===== config.mk =====
export PLATFORM = sky130hd
export DESIGN_NAME = pwm_cfg_scheduler
export DESIGN_NICKNAME = d
export VERILOG_FILES = /design/src/rtl/pwm_cfg_pkg.sv /design/src/rtl/pwm_cfg_shadow_bank.sv /design/src/rtl/pwm_cfg_scheduler.sv
export SDC_FILE = /design/constraint.sdc
export NUM_CORES = 1
export LEC_CHECK = 0
export CAP_MARGIN = 15
export CORE_MARGIN = 10
export CORE_UTILIZATION = 38
export DETAILED_ROUTE_END_ITERATION = 10
export GPL_ROUTABILITY_DRIVEN = 0
export PLACE_DENSITY_LB_ADDON = 0.05
export SLEW_MARGIN = 10
export SYNTH_ARGS = -nofsm -noshare
export SYNTH_HDL_FRONTEND = slang
export SYNTH_SLANG_ARGS = --single-unit

===== constraint.sdc =====
create_clock -name clk -period 5.3 [get_ports clk]
set_clock_uncertainty 0.2 [all_clocks]
set_input_delay 1.06 -clock clk [delete_from_list [all_inputs] [get_ports clk]]
set_output_delay 1.06 -clock clk [all_outputs]
set_load 0.01 [all_outputs]

===== src/rtl/pwm_cfg_pkg.sv =====
// Shared register map and scheduler state encoding for the PWM configuration path.
// The SPI peripheral imports the same address constants.
package pwm_cfg_pkg;

    localparam int unsigned ADDR_OUT_LO  = 32'h00;
    localparam int unsigned ADDR_OUT_HI  = 32'h01;
    localparam int unsigned ADDR_PWM_LO  = 32'h02;
    localparam int unsigned ADDR_PWM_HI  = 32'h03;
    localparam int unsigned ADDR_DUTY    = 32'h04;
    localparam int unsigned ADDR_MAX     = 32'h04;

    localparam int unsigned NUM_IMMEDIATE = 2;
    localparam int unsigned NUM_DEFERRED  = 3;

    typedef enum logic [1:0] {
        ST_IDLE    = 2'd0,
        ST_PENDING = 2'd1,
        ST_COMMIT  = 2'd2
    } state_t;

endpackage


===== src/rtl/pwm_cfg_shadow_bank.sv =====
// Shadow and active copies of the deferred PWM registers (PWM enable lo/hi, duty).
// Shadows take writes at any time; actives load from shadows only on the commit strobe.
module pwm_cfg_shadow_bank
    import pwm_cfg_pkg::*;
#(
    parameter int DATA_W = 8
) (
    input  logic              clk,
    input  logic              rst,
    input  logic              wr_en,
    input  logic [1:0]        wr_idx,
    input  logic [DATA_W-1:0] wr_data,
    input  logic              commit,
    output logic [DATA_W-1:0] pwm_lo,
    output logic [DATA_W-1:0] pwm_hi,
    output logic [DATA_W-1:0] duty
);

    logic [DATA_W-1:0] shadow_q [NUM_DEFERRED];
    logic [DATA_W-1:0] active_q [NUM_DEFERRED];

    generate
        for (genvar gi = 0; gi < NUM_DEFERRED; gi++) begin : g_slot
            always_ff @(posedge clk) begin
                if (rst) begin
                    shadow_q[gi] <= '0;
                end else if (wr_en && wr_idx == 2'(gi)) begin
                    shadow_q[gi] <= wr_data;
                end
            end

            always_ff @(posedge clk) begin
                if (rst) begin
                    active_q[gi] <= '0;
                end else if (commit) begin
                    active_q[gi] <= shadow_q[gi];
                end
            end
        end
    endgenerate

    assign pwm_lo = active_q[0];
    assign pwm_hi = active_q[1];
    assign duty   = active_q[2];

endmodule


===== src/rtl/pwm_cfg_scheduler.sv =====
// PWM configuration register owner: output-enable writes apply immediately, PWM-enable and
// duty writes are shadowed and committed together at a period boundary or on timeout.
module pwm_cfg_scheduler
    import pwm_cfg_pkg::*;
#(
    parameter int ADDR_W   = 7,
    parameter int DATA_W   = 8,
    parameter int MAX_WAIT = 4096,
    parameter int CNT_W    = $clog2(MAX_WAIT)
) (
    input  logic              clk,
    input  logic              rst,
    input  logic              wr_valid,
    output logic              wr_ready,
    input  logic [ADDR_W-1:0] wr_addr,
    input  logic [DATA_W-1:0] wr_data,
    input  logic              period_end,
    input  logic              force_commit,
    output logic [DATA_W-1:0] en_reg_out_7_0,
    output logic [DATA_W-1:0] en_reg_out_15_8,
    output logic [DATA_W-1:0] en_reg_pwm_7_0,
    output logic [DATA_W-1:0] en_reg_pwm_15_8,
    output logic [DATA_W-1:0] pwm_duty_cycle,
    output logic              pending,
    output logic              commit_pulse,
    output logic              addr_err
);

    state_t            state_q, state_d;
    logic [CNT_W-1:0]  wait_cnt_q, wait_cnt_d;
    logic [DATA_W-1:0] imm_q [NUM_IMMEDIATE];
    logic              commit_pulse_q;
    logic              addr_err_q;

    logic wr_fire;
    logic deferred_hit;
    logic invalid_hit;
    logic trigger;
    logic commit_strobe;

    assign wr_ready      = (state_q != ST_COMMIT);
    assign wr_fire       = wr_valid && wr_ready;
    assign deferred_hit  = wr_fire && (wr_addr >= ADDR_W'(ADDR_PWM_LO))
                                   && (wr_addr <= ADDR_W'(ADDR_DUTY));
    assign invalid_hit   = wr_fire && (wr_addr > ADDR_W'(ADDR_MAX));
    assign trigger       = period_end || force_commit || (wait_cnt_q == CNT_W'(MAX_WAIT - 1));
    assign commit_strobe = (state_q == ST_COMMIT);

    always_comb begin
        state_d    = state_q;
        wait_cnt_d = wait_cnt_q;
        case (state_q)
            ST_IDLE: begin
                wait_cnt_d = '0;
                if (deferred_hit) begin
                    state_d = ST_PENDING;
                end
            end
            ST_PENDING: begin
                if (trigger) begin
                    state_d = ST_COMMIT;
                end else begin
                    wait_cnt_d = wait_cnt_q + CNT_W'(1);
                end
            end
            ST_COMMIT: begin
                state_d    = ST_IDLE;
                wait_cnt_d = '0;
            end
            default: begin
                state_d    = ST_IDLE;
                wait_cnt_d = '0;
            end
        endcase
    end

    always_ff @(posedge clk) begin
        if (rst) begin
            state_q        <= ST_IDLE;
            wait_cnt_q     <= '0;
            commit_pulse_q <= 1'b0;
            addr_err_q     <= 1'b0;
        end else begin
            state_q        <= state_d;
            wait_cnt_q     <= wait_cnt_d;
            commit_pulse_q <= commit_strobe;
            if (invalid_hit) begin
                addr_err_q <= 1'b1;
            end
        end
    end

    generate
        for (genvar gi = 0; gi < NUM_IMMEDIATE; gi++) begin : g_imm
            always_ff @(posedge clk) begin
                if (rst) begin
                    imm_q[gi] <= '0;
                end else if (wr_fire && wr_addr == ADDR_W'(ADDR_OUT_LO + gi)) begin
                    imm_q[gi] <= wr_data;
                end
            end
        end
    endgenerate

    // Addresses 2,3,4 have low bits 10,11,00; subtracting 2 mod 4 yields slot 0,1,2.
    pwm_cfg_shadow_bank #(
        .DATA_W (DATA_W)
    ) u_shadow_bank (
        .clk     (clk),
        .rst     (rst),
        .wr_en   (deferred_hit),
        .wr_idx  (wr_addr[1:0] - 2'd2),
        .wr_data (wr_data),
        .commit  (commit_strobe),
        .pwm_lo  (en_reg_pwm_7_0),
        .pwm_hi  (en_reg_pwm_15_8),
        .duty    (pwm_duty_cycle)
    );

    assign en_reg_out_7_0  = imm_q[0];
    assign en_reg_out_15_8 = imm_q[1];
    assign pending         = (state_q != ST_IDLE);
    assign commit_pulse    = commit_pulse_q;
    assign addr_err        = addr_err_q;

endmodule


==> flow_summary.json <==
{
  "status": "finished, final reports clean",
  "drc": 0,
  "die_x_um": 113,
  "reg2reg_from": "state_q[0]$_SDFFE_PP0P_",
  "initial_core_util_pct": 39.4,
  "power_frac_seq_pct": 61.0,
  "p_clk_share_pct": 32.9,
  "wl_per_cell_um": 16.1,
  "grt_max_degree": 25,
  "fin_util_pct": 50.6,
  "clock_sinks": 80,
  "drt-initial-drc-count": 80,
  "grt_util_all_layers_pct": 10.8,
  "via_count": 2005,
  "r2r_cells": 4,
  "antenna_found_initial": 0,
  "syn_area_per_cell_um2": 13.7,
  "io_buffers": 63,
  "ys_ff_latch": 80,
  "worstPathRequired_ps": 5070,
  "crit_arrival_ps": 3010,
  "final_cell_mix": "64 x and2_1, 64 x edfxtp_1, 63 x clkdlybuf4s50_1",
  "io-pin-count": 64,
  "drt_wl_total_mm": 6.74,
  "grt-ovfl-total": 0,
  "drive_gt1_share_pct": 8.95,
  "crit_type": "primary input to flip-flop",
  "synth_top_family_by_area": "simple AND/OR/NAND/NOR gates",
  "cts_resized": 0,
  "clk_pin_slew_ps": 80,
  "syn_area_um2": 3250,
  "maxCapViolations": 0,
  "grt_pass1_wl_mm": 11.0,
  "htree_num_levels": 3,
  "ant_nets": 0,
  "p_comb_share_pct": 6.0,
  "cts_setup_buffers": 0,
  "drv_slew": 0,
  "synth.area.mux_share_pct": 0,
  "ir_worst_vdd_mv": 0.118,
  "syn-num-nets": 258,
  "cts_root_buffer": "clkbuf_8",
  "reg2reg_to": "u_shadow_bank.shadow_q[1][6]$_SDFFCE_PN0P_",
  "min-delay-start": "wait_cnt_q[11]$_SDFFE_PP0N_",
  "synth_warnings": 0,
  "syn_to_final_growth_pct": 28.5,
  "antenna_cells": 0,
  "synth_compound_area_share_pct": 5.96,
  "setup_viol": 0,
  "drt_first_pass_iters": 4,
  "synth-adder-area-share_pct": 0.384,
  "clk_latency_ps": 340,
  "final_nets": 330,
  "clock.fmax_mhz": 309,
  "cp-start-kind": "primary input",
  "worst_pin_slew_ps": 745,
  "r2r_setup_slack_ps": 2980,
  "yosysSeqAreaShare_pct": 68.9,
  "nFillCells": 747,
  "synth_cell_type_count": 41,
  "p_int_w": 0.000889,
  "die_y_um": 113,
  "hold_viol_final": 0,
  "max-slew-margin-rel_pct": 50.2,
  "clockBufferDepth": 2,
  "core_um2": 8260,
  "setup_tns_ps": 0,
  "vias_per_cell": 4.80,
  "finalCritPeriodShare_pct": 61.1,
  "cts_inserted_buffers": 9,
  "synth_cells": 237,
  "min_path_type": "flip-flop to flip-flop",
  "finalCriticalPeriod_ps": 3240,
  "holdPathEnd": "wait_cnt_q[11]$_SDFFE_PP0N_",
  "synth_top_area_share_pct": 59.1,
  "cellPowerDensity_nw_per_um2": 272,
  "synthSimpleGateAreaFrac_pct": 23.5,
  "hold_slack_ps": 283,
  "die_area_um2": 12700,
  "synth.largest_area_cell": "edfxtp_1",
  "synthXorXnorAreaFrac_pct": 0.538,
  "synth_area_leaders": "edfxtp_1 59%, and2_1 12%, dfxtp_1 9.8%",
  "worstPathMaxFanout": 8,
  "p_sw_w": 0.000247,
  "cts_tree": "built",
  "dp.cells": 402,
  "final_cells": 418,
  "cts_hold_buffers": 0,
  "hold_path_depth": 2,
  "p_leak_nw": 1.50,
  "place_hpwl_mm": 4.82,
  "grt_setup_unrepaired": "no",
  "swShare_pct": 21.7,
  "cp-end-kind": "flip-flop",
  "rows": 33,
  "first_global_vias": 2051
}
## cells by family after synthesis
kind of cell             after synthesis
AO/OA/AOI/OAI                         28
XOR/XNOR                               2
adder cells (fa/ha/maj)                1
buffers and inverters                  6
flip-flops                            80
AND/OR/NAND/NOR                      120
## critical path: stages
cell and delay, ps:
clkdlybuf4s50_1 420, nor4_2 380, nand3_1 230, or2_1 300, o21bai_1 620
## per-stage QoR
stage | instance area [µm²] | setup WS [ps] | power, W
2_1_floorplan | 3250 | 2430 | 0.000728
3_3_place_gp | 4000 | 1710 | 0.000777
3_5_place_dp | 4010 | 1690 | 0.000777
4_1_cts | 4170 | 2050 | 0.00115
5_1_grt | 4180 | 1890 | 0.00119
6_report | 4180 | 2060 | 0.00114
## layer usage
layer / wire length, µm / GRT usage, % / vias up
met1: 3040 / 13.2 / 929
met2: 2940 / 15.6 / 57
li1: - / - / 1011
met3: 675 / 5.38 / 8
met4: 84 / 4.82 / 0
met5: 0 / 0 / -
## worst max-delay path by stage
stage,slack (ps),start,cells past startpoint,endpoint
6_report,2060,wr_addr[3],5,u_shadow_bank.shadow_q[1][6]$_SDFFCE_PN0P_
5_1_grt,1890,wr_addr[3],5,u_shadow_bank.shadow_q[0][4]$_SDFFCE_PN0P_
4_1_cts,2050,wr_addr[3],5,imm_q[1][6]$_SDFFCE_PN0P_
3_5_place_dp,1690,wr_addr[3],5,imm_q[1][1]$_SDFFCE_PN0P_
3_3_place_gp,1710,wr_addr[3],5,imm_q[1][3]$_SDFFCE_PN0P_
2_1_floorplan,2430,wr_addr[3],4,imm_q[1][0]$_SDFFCE_PN0P_
## cells in the mapped netlist
cell type / count
dfxtp_1: 16
a21oi_1: 7
a21o_1: 1
ha_1: 1
nor3b_1: 1
o311ai_0: 2
o21ai_1: 2
clkbuf_1: 4
and4bb_2: 1
nor4_4: 1
nor3_1: 1
nor2_4: 1
o211ai_1: 1
nor4_2: 1
nand2_1: 9
o211ai_2: 1
xor2_1: 1
or2_2: 1
o21bai_1: 4
or4_1: 4
o21ai_0: 3
nor2_1: 12
a22o_1: 1
or2_1: 1
nand2b_1: 5
or3_1: 2
xnor2_1: 1
or3b_1: 1
inv_1: 2
and2_1: 64
or4_4: 1
nand4_2: 2
nand4_1: 5
nand3_1: 3
nor3_2: 3
and4_1: 1
o41ai_1: 1
edfxtp_1: 64
a31oi_1: 1
o31ai_1: 3
a211oi_2: 1
## power by group through the flow
stage | clock network (W) | logic [W] | registers (W)
final | 0.000374 | 0.0000684 | 0.000694
after floorplan | 0 | 0.0000151 | 0.000713
after detailed placement | 0 | 0.0000689 | 0.000709
after CTS | 0.000387 | 0.0000691 | 0.000694
after global placement | 0 | 0.0000687 | 0.000708
after global routing | 0.000418 | 0.0000739 | 0.000695
## flip-flops by register name, summed over array words and instances (netlist names)
signal                  flops
state_q                     2
wait_cnt_q                 12
addr_err                    1
u_shadow_bank.shadow_q     24
imm_q                      16
commit_pulse                1
u_shadow_bank.active_q     24
## final cells by class
type / instances / area [µm²] / area share, %
Tap cell: 105 / 131 / 3.14
Timing Repair Buffer: 65 / 657 / 15.7
Multi-Input combinational cell: 151 / 990 / 23.7
Inverter: 2 / 7.51 / 0.180
Clock buffer: 11 / 131 / 3.14
Sequential cell: 80 / 2240 / 53.6
Clock inverter: 4 / 22.5 / 0.539
Note: power is estimated with default switching activity, not from simulation.
